$ cat config.mk
export PLATFORM = sky130hd
export DESIGN_NAME = instr_encoder
export DESIGN_NICKNAME = d
export VERILOG_FILES = /design/src/rtl/instr_enc_pkg.sv /design/src/rtl/instr_pack.sv /design/src/rtl/instr_encoder.sv
export SDC_FILE = /design/constraint.sdc
export NUM_CORES = 1
export LEC_CHECK = 0
export CORE_ASPECT_RATIO = 1.4
export CORE_MARGIN = 3
export CORE_UTILIZATION = 44
export DETAILED_ROUTE_END_ITERATION = 8
export GPL_TIMING_DRIVEN = 0
export PLACE_DENSITY = 0.89
export SLEW_MARGIN = 20
export SYNTH_ARGS = -nofsm -noshare
export SYNTH_HDL_FRONTEND = slang
export SYNTH_SLANG_ARGS = --single-unit
$ cat constraint.sdc
create_clock -name clk -period 3.1 [get_ports clk]
set_clock_uncertainty 0.1 [all_clocks]
set_input_delay 0.93 -clock clk [delete_from_list [all_inputs] [get_ports clk]]
set_output_delay 0.93 -clock clk [all_outputs]
set_load 0.005 [all_outputs]
$ cat src/rtl/instr_enc_pkg.sv
// Shared op codes, MIPS opcode/funct fields and reset PC for the
// instruction encoder.
package instr_enc_pkg;

  typedef enum logic [3:0] {
    OP_ADDU = 4'h0,
    OP_SUBU = 4'h1,
    OP_ORI  = 4'h2,
    OP_LW   = 4'h3,
    OP_SW   = 4'h4,
    OP_BEQ  = 4'h5,
    OP_J    = 4'h6,
    OP_JAL  = 4'h7,
    OP_JR   = 4'h8,
    OP_LUI  = 4'h9,
    OP_LI   = 4'hA
  } op_e;

  localparam logic [5:0] OPC_SPECIAL = 6'b000000;
  localparam logic [5:0] OPC_ORI     = 6'b001101;
  localparam logic [5:0] OPC_LW      = 6'b100011;
  localparam logic [5:0] OPC_SW      = 6'b101011;
  localparam logic [5:0] OPC_BEQ     = 6'b000100;
  localparam logic [5:0] OPC_J       = 6'b000010;
  localparam logic [5:0] OPC_JAL     = 6'b000011;
  localparam logic [5:0] OPC_LUI     = 6'b001111;

  localparam logic [5:0] FN_ADDU = 6'b100001;
  localparam logic [5:0] FN_SUBU = 6'b100011;
  localparam logic [5:0] FN_JR   = 6'b001000;

  localparam logic [31:0] PC_RESET = 32'h0000_3000;

  typedef enum logic {
    IDLE,
    LI_LO
  } state_e;

endpackage

$ cat src/rtl/instr_pack.sv
// Combinational packer: op + register/immediate fields -> MIPS word.
// legal is low for ops it cannot encode (LI is expanded upstream).
module instr_pack
  import instr_enc_pkg::*;
(
  input  logic [3:0]  op,
  input  logic [4:0]  rs,
  input  logic [4:0]  rt,
  input  logic [4:0]  rd,
  input  logic [25:0] imm,
  output logic [31:0] instr,
  output logic        legal
);

  always_comb begin
    instr = '0;
    legal = 1'b1;
    unique case (1'b1)
      (op == OP_ADDU):
        instr = {OPC_SPECIAL, rs, rt, rd, 5'd0, FN_ADDU};
      (op == OP_SUBU):
        instr = {OPC_SPECIAL, rs, rt, rd, 5'd0, FN_SUBU};
      (op == OP_ORI):
        instr = {OPC_ORI, rs, rt, imm[15:0]};
      (op == OP_LW):
        instr = {OPC_LW, rs, rt, imm[15:0]};
      (op == OP_SW):
        instr = {OPC_SW, rs, rt, imm[15:0]};
      (op == OP_BEQ):
        instr = {OPC_BEQ, rs, rt, imm[15:0]};
      (op == OP_J):
        instr = {OPC_J, imm};
      (op == OP_JAL):
        instr = {OPC_JAL, imm};
      (op == OP_JR):
        instr = {OPC_SPECIAL, rs, 15'd0, FN_JR};
      (op == OP_LUI):
        instr = {OPC_LUI, 5'd0, rt, imm[15:0]};
      default:
        legal = 1'b0;
    endcase
  end

endmodule

$ cat src/rtl/instr_encoder.sv
// Streaming MIPS instruction encoder with PC tracking.
// Define LI_EXPAND_EN to expand the LI pseudo-op into lui/ori.
module instr_encoder
  import instr_enc_pkg::*;
(
  input  logic        clk,
  input  logic        reset,
  input  logic        in_valid,
  output logic        in_ready,
  input  logic [3:0]  in_op,
  input  logic [4:0]  in_rs,
  input  logic [4:0]  in_rt,
  input  logic [4:0]  in_rd,
  input  logic [31:0] in_imm,
  output logic        out_valid,
  input  logic        out_ready,
  output logic [31:0] out_instr,
  output logic [31:0] out_pc,
  output logic        err
);

  logic [3:0]  p_op;
  logic [4:0]  p_rs;
  logic [4:0]  p_rt;
  logic [25:0] p_imm;
  logic [31:0] p_word;
  logic        p_legal;
  logic        acc;
  logic        out_hs;
  logic        load_lo;

  assign acc    = in_valid & in_ready;
  assign out_hs = out_valid & out_ready;

`ifdef LI_EXPAND_EN
  state_e      state_q;
  state_e      state_d;
  logic [4:0]  li_rt;
  logic [15:0] li_lo;
  logic        li_hi;

  assign li_hi    = (in_op == OP_LI) && (in_imm[31:16] != 16'h0);
  assign in_ready = (state_q == IDLE) & (!out_valid | out_ready);
  assign load_lo  = (state_q == LI_LO) & out_hs;

  // LI is rewritten to lui/ori here so the packer never sees it
  always_comb begin
    state_d = state_q;
    p_op    = in_op;
    p_rs    = in_rs;
    p_rt    = in_rt;
    p_imm   = in_imm[25:0];
    unique case (state_q)
      IDLE: begin
        if (in_op == OP_LI) begin
          p_op  = li_hi ? OP_LUI : OP_ORI;
          p_rs  = 5'd0;
          p_imm = {10'd0, li_hi ? in_imm[31:16] : in_imm[15:0]};
        end
        if (acc && li_hi) state_d = LI_LO;
      end
      LI_LO: begin
        p_op  = OP_ORI;
        p_rs  = li_rt;
        p_rt  = li_rt;
        p_imm = {10'd0, li_lo};
        if (out_hs) state_d = IDLE;
      end
      default: state_d = IDLE;
    endcase
  end

  always_ff @(posedge clk or posedge reset) begin
    if (reset) begin
      state_q <= IDLE;
      li_rt   <= '0;
      li_lo   <= '0;
    end else begin
      state_q <= state_d;
      if (acc && li_hi) begin
        li_rt <= in_rt;
        li_lo <= in_imm[15:0];
      end
    end
  end
`else
  logic unused_imm;

  assign unused_imm = ^in_imm[31:26];
  assign in_ready   = !out_valid | out_ready;
  assign load_lo    = 1'b0;
  assign p_op       = in_op;
  assign p_rs       = in_rs;
  assign p_rt       = in_rt;
  assign p_imm      = in_imm[25:0];
`endif

  instr_pack u_pack (
    .op    (p_op),
    .rs    (p_rs),
    .rt    (p_rt),
    .rd    (in_rd),
    .imm   (p_imm),
    .instr (p_word),
    .legal (p_legal)
  );

  always_ff @(posedge clk or posedge reset) begin
    if (reset) begin
      out_valid <= 1'b0;
      out_instr <= '0;
      out_pc    <= PC_RESET;
      err       <= 1'b0;
    end else begin
      err <= acc & !p_legal;
      if (out_hs) out_pc <= out_pc + 32'd4;
      if (load_lo || (acc && p_legal)) begin
        out_valid <= 1'b1;
        out_instr <= p_word;
      end else if (out_hs) begin
        out_valid <= 1'b0;
      end
    end
  end

endmodule

# After elaboration in Yosys (flattened, before gate mapping)
# Cells that the tools add are included.
# classes
add_sub_neg,1
eq_ne,9
mux,4
bitwise,4
n_reduce_logical,6
# ops
op,count
$pmux 32 s10,1
$add 32x3->32 const B,1
$eq 4x3->1 const B,4
$reduce_or 10->1,1
$eq 4x2->1 const B,2
$eq 4x4->1 const B,2
$eq 4x1->1 const B,1
$logic_not 4->1,1
$and 1x1->1,3
$mux 1,3
$logic_not 1->1,2
$reduce_bool 2->1,1
$logic_and 1x1->1,1
$or 1x1->1,1
# totals
regBits,66
inputBits,55
elab_cells,28

# Depth between registers and ports, before layout
# depth
ltp_word,5
mapped_depth,7

# By module
# Synthesis repeated with hierarchy kept, for this count alone.
# hier_totals
cells_unflattened,294
area_unflattened_um2,3263.1
# by_module_without_submodules
mod,n_inst,cells_per_inst,area_per_inst_um2
instr_encoder,1,197,2662.6
instr_pack,1,97,600.6

# Worst setup path before layout
# No wires, ideal clock.
# synth_path
kind,input to output
from,in out_ready
to,out in_ready
arrival_ns,1.220
t_required_ns,2.070
path_slack_ns,0.850
cell_stages,3
n_path_buf,1
cell_sequence,nor2b_1 buf_4 inv_4
# synth_via
elab_chain_cells,1
# synth_lines
item,line_no,rtl
"start, declared",instr_encoder.sv:16,"input logic out_ready,"
$or 1x1->1,instr_encoder.sv:90,assign in_ready = !out_valid | out_ready;
"end, declared",instr_encoder.sv:9,"output logic in_ready,"
# No other way between the ends.

# Worst setup path in the final report
# Ends and elaborated chain as after synthesis.

==> flow_summary.rst <==
.. list-table::
   :header-rows: 1

   * - Metric
     - Value
   * - Outcome
     - finished clean
   * - Leakage
     - 1.93 nW
   * - Detailed-route DRC error count
     - 0
   * - Library cell occupying the most area in the post-synthesis netlist
     - sky130_fd_sc_hd__dfrtp_1
   * - Layout cells sized above 1
     - 13.0%
   * - Number of distinct library cells after synthesis
     - 54
   * - Hold-fix buffer count after cts
     - 0
   * - Critical Path, Cell by Cell
     - clkbuf_2, nor2b_1, buf_4, inv_4, clkdlybuf4s50_1
   * - Final cell utilization of the core
     - 68.5%
   * - Final setup violation count
     - 0
   * - Wire length per cell after detailed routing
     - 16.4 um
   * - Overall Global Routing Usage
     - 21.5%
   * - Max-Cap Viols
     - 0
   * - Global-route wire length before repair
     - 14.0 mm
   * - Ys flop type
     - sky130_fd_sc_hd__dfrtp_1
   * - Largest cells by area after synthesis
     - sky130_fd_sc_hd__dfrtp_1 (49%), sky130_fd_sc_hd__xnor2_1 (7.3%), sky130_fd_sc_hd__nor2_1 (3.3%)
   * - Area share of the largest cell type after synthesis
     - 49.1%
   * - Worst Reg2Reg Path Length in Cells
     - 5
   * - Antenna diode count
     - 0
   * - Relative area change from synthesis to final layout
     - 47.7%
   * - Largest net degree at the start of global routing
     - 34
   * - Sum of buffers and inverters on the critical path
     - 4
   * - VDD IR-drop max
     - 0.282 mV
   * - Top-level I/O count
     - 122
   * - Largest incremental delay on the critical path
     - 510 ps
   * - Seq pwr share
     - 42.4%
   * - HPWL after detailed placement
     - 6.41 mm
   * - Routed vias/inst
     - 5.49
   * - Critical path endpoint category
     - primary output
   * - ANT nets after route
     - 0
   * - Final hold vios
     - 0
   * - Internal power summed over all cells
     - 1.81 mW
   * - Clock network latency to the later pin of the worst-skew pair
     - 340 ps
   * - Crit Path Class
     - in2out
   * - Clock sinks
     - 63
   * - Cell count after synthesis
     - 292
   * - Data arrival time of the critical path
     - 1880 ps
   * - Switching power summed over all nets
     - between 0.6 and 0.7 mW
   * - Final wirelength
     - 8.45 mm
   * - Pre-Repair DR Iteration Count
     - 4
   * - Average size of a mapped cell
     - 10.6 um2
   * - Starting DRT DRC Count
     - 150
   * - Startpoint type of the worst setup path
     - input pin
   * - Max-Slew Margin vs Limit
     - 64.4%
   * - Crit-path max FO
     - 9
   * - Final worst slack
     - about 190 ps
   * - Number of enable flip-flop cells after synthesis
     - 0
   * - Unrepaired setup endpoints after global routing
     - false
   * - Input/output buffers
     - 111
   * - Gate family responsible for the most delay along the worst path
     - buffers and inverters
   * - Syn Std Cell Area
     - between 3000 and 4000 um2
   * - Root buf cell
     - sky130_fd_sc_hd__clkbuf_8
   * - Power density relative to cell area
     - 538 nW/um2
   * - Worst Tran Pin Value
     - 531 ps
   * - Clk network pwr share
     - between 30% and 40%
   * - Fraction of power spent switching nets
     - 26.9%
   * - Period utilisation layout
     - approximately 94%
   * - Total die area
     - 8130 um2
   * - Post-CTS setup buffer count
     - 0
   * - Class of the worst hold path
     - reg2reg
   * - Required time at the worst-slack endpoint
     - 2070 ps
   * - Most frequent cells after synthesis
     - sky130_fd_sc_hd__dfrtp_1 (61), sky130_fd_sc_hd__nor2_1 (27), sky130_fd_sc_hd__xnor2_1 (26)
   * - Y dimension of the die
     - 105 um
   * - CTS buffer count
     - 9
   * - Register bit total from synthesis
     - 63
   * - Clock input transition at the sequential cells of the worst setup and hold paths
     - around 70 ps
   * - Pre-CTS setup slack
     - -226 ps
   * - Crit. path cell count
     - 5
   * - Fmax
     - between 0.3 and 0.4 GHz
   * - Post-synth ARST share
     - 100%
   * - Placement row count
     - 35
   * - Core region area
     - 6700 um2
   * - Count of vias placed by the detailed router
     - 2,820
   * - GPL Wtd Cong
     - 0.916
   * - Antenna violations before repair
     - 0
   * - Share of synthesized area occupied by flip-flops and latches
     - 50.8%
   * - Clock tree from TritonCTS
     - done
   * - WHS Path Cells
     - 1
   * - Number of warnings issued by yosys
     - 0
   * - Number of global-route vias before repair
     - 2,781
   * - Most common cell in the synthesized netlist
     - sky130_fd_sc_hd__dfrtp_1
   * - Min Clock Period, post-route
     - 2910 ps
   * - Floorplan die width
     - 77.0 um
   * - Initial standard-cell utilization of the core
     - 46.4%
   * - Final-report max-slew violation count
     - 0
   * - Number of nets in the final layout
     - 473
   * - Grt ovf
     - 0
   * - Number of H-tree levels
     - 3
   * - Maximum number of buffers from clock root to sink
     - 2
   * - Logic pwr share
     - 24.3%
   * - Master of the slowest instance on the critical path
     - sky130_fd_sc_hd__clkdlybuf4s50_1
cell usage in the layout, fill, tap and decap left out, types with 2 or more instances in the layout:
cell type	count
sky130_fd_sc_hd__clkdlybuf4s50_1	110
sky130_fd_sc_hd__dfrtp_1	61
sky130_fd_sc_hd__nor2_1	27
sky130_fd_sc_hd__xnor2_1	26
sky130_fd_sc_hd__nand2_1	18
sky130_fd_sc_hd__a21oi_1	17
sky130_fd_sc_hd__nand4_1	14
sky130_fd_sc_hd__nand3_1	12
sky130_fd_sc_hd__clkbuf_8	12
sky130_fd_sc_hd__a221o_1	9
sky130_fd_sc_hd__buf_2	7
sky130_fd_sc_hd__a22o_1	7
sky130_fd_sc_hd__buf_4	6
sky130_fd_sc_hd__o21ai_0	6
sky130_fd_sc_hd__and3_1	6
sky130_fd_sc_hd__a221oi_1	6
sky130_fd_sc_hd__nand2b_1	5
sky130_fd_sc_hd__o22ai_1	5
sky130_fd_sc_hd__nor2b_1	4
sky130_fd_sc_hd__and2_1	4
sky130_fd_sc_hd__and2_0	4
sky130_fd_sc_hd__xor2_1	4
sky130_fd_sc_hd__inv_1	3
sky130_fd_sc_hd__nor3_1	3
sky130_fd_sc_hd__conb_1	3
sky130_fd_sc_hd__inv_4	2
sky130_fd_sc_hd__mux2_2	2
sky130_fd_sc_hd__nor4_1	2
sky130_fd_sc_hd__nor3_4	2
sky130_fd_sc_hd__and3_2	2
sky130_fd_sc_hd__clkinvlp_4	2
sky130_fd_sc_hd__bufinv_16	2
sky130_fd_sc_hd__dfstp_2	2
sequential cells by signal (all words and copies together), names as in the netlist:
register / flops
out_instr: 31
out_valid: 1
out_pc: 30
err: 1
layout make-up:
| class | instances | area (um2) |
|---|---|---|
| inverter | 5 | 23.8 |
| multi-input combinational | 210 | 1410 |
| tap | 92 | 115 |
| clock buffer | 11 | 151 |
| sequential | 63 | 1580 |
| timing repair buffer | 112 | 1130 |
| clock inverter | 5 | 80.1 |
| fill | 505 | 2110 |
| buffer | 16 | 109 |
worst paths after layout:
check,from,to,slack [ps]
hold / removal,out_pc[31],out_pc[31],390
hold reg to reg,out_pc[31],out_pc[31],390
setup / recovery,out_ready,in_ready,190
max in group asynchronous,reset,out_pc[13],1480
min in group asynchronous,reset,out_instr[21],840
setup reg to reg,out_pc[2],out_pc[28],1190
kinds of logic after synthesis:
logic type      share of synthesized area [%]
flops                                    50.8
compound gates                           14.2
buf+inv                                  4.18
simple gates                             21.2
mux                                     0.724
xor+xnor                                 8.45
other cells                             0.121
fa+ha+maj                               0.402
through the flow:
| stage | instances | setup TNS (ps) | hold slack, ps | power, mW | instance area [um2] |
|---|---|---|---|---|---|
| 2_1_floorplan | 294 | 0 | 368 | 1.29 | 3120 |
| 3_3_place_gp | 497 | -36410 | 362 | 1.64 | 4340 |
| 3_5_place_dp | 498 | -226 | 380 | 1.67 | 4370 |
| 4_1_cts | 514 | 0 | 391 | 2.49 | 4600 |
| 5_1_grt | 514 | 0 | 422 | 2.59 | 4590 |
| 6_report | 514 | 0 | 386 | 2.47 | 4590 |
per-layer routing:
metal	track usage [%]	part of all wire (%)	up-vias
met2	38.2	53	129
met4	8.14	1.9	0
met3	4.10	5.9	16
met5	0	0	-
met1	25.6	39	1370
li1	-	-	1305
worst register-to-register path, stage by stage, from the launching register on:
cell                      delay, ps
sky130_fd_sc_hd__dfrtp_1        430
sky130_fd_sc_hd__ha_1           180
sky130_fd_sc_hd__nand3_1        230
sky130_fd_sc_hd__nor3_4         480
sky130_fd_sc_hd__nand4_1        200
sky130_fd_sc_hd__xnor2_1        170
timing repair:
action | 4_1_cts | 5_1_grt
gates resized for setup | 1 | 2
endpoints found under the setup margin | 1 | 1
cloned | 0 | 0
power groups by stage:
stage | Clock (mW) | Combinational [mW] | Sequential (mW)
detailed placement | 0 | 0.605 | 1.06
global placement | 0 | 0.581 | 1.06
CTS | 0.831 | 0.607 | 1.05
global route | 0.869 | 0.646 | 1.07
finish | 0.822 | 0.600 | 1.05
floorplan | 0 | 0.230 | 1.06
No activity file was read; power rests on OpenSTA's default activity.
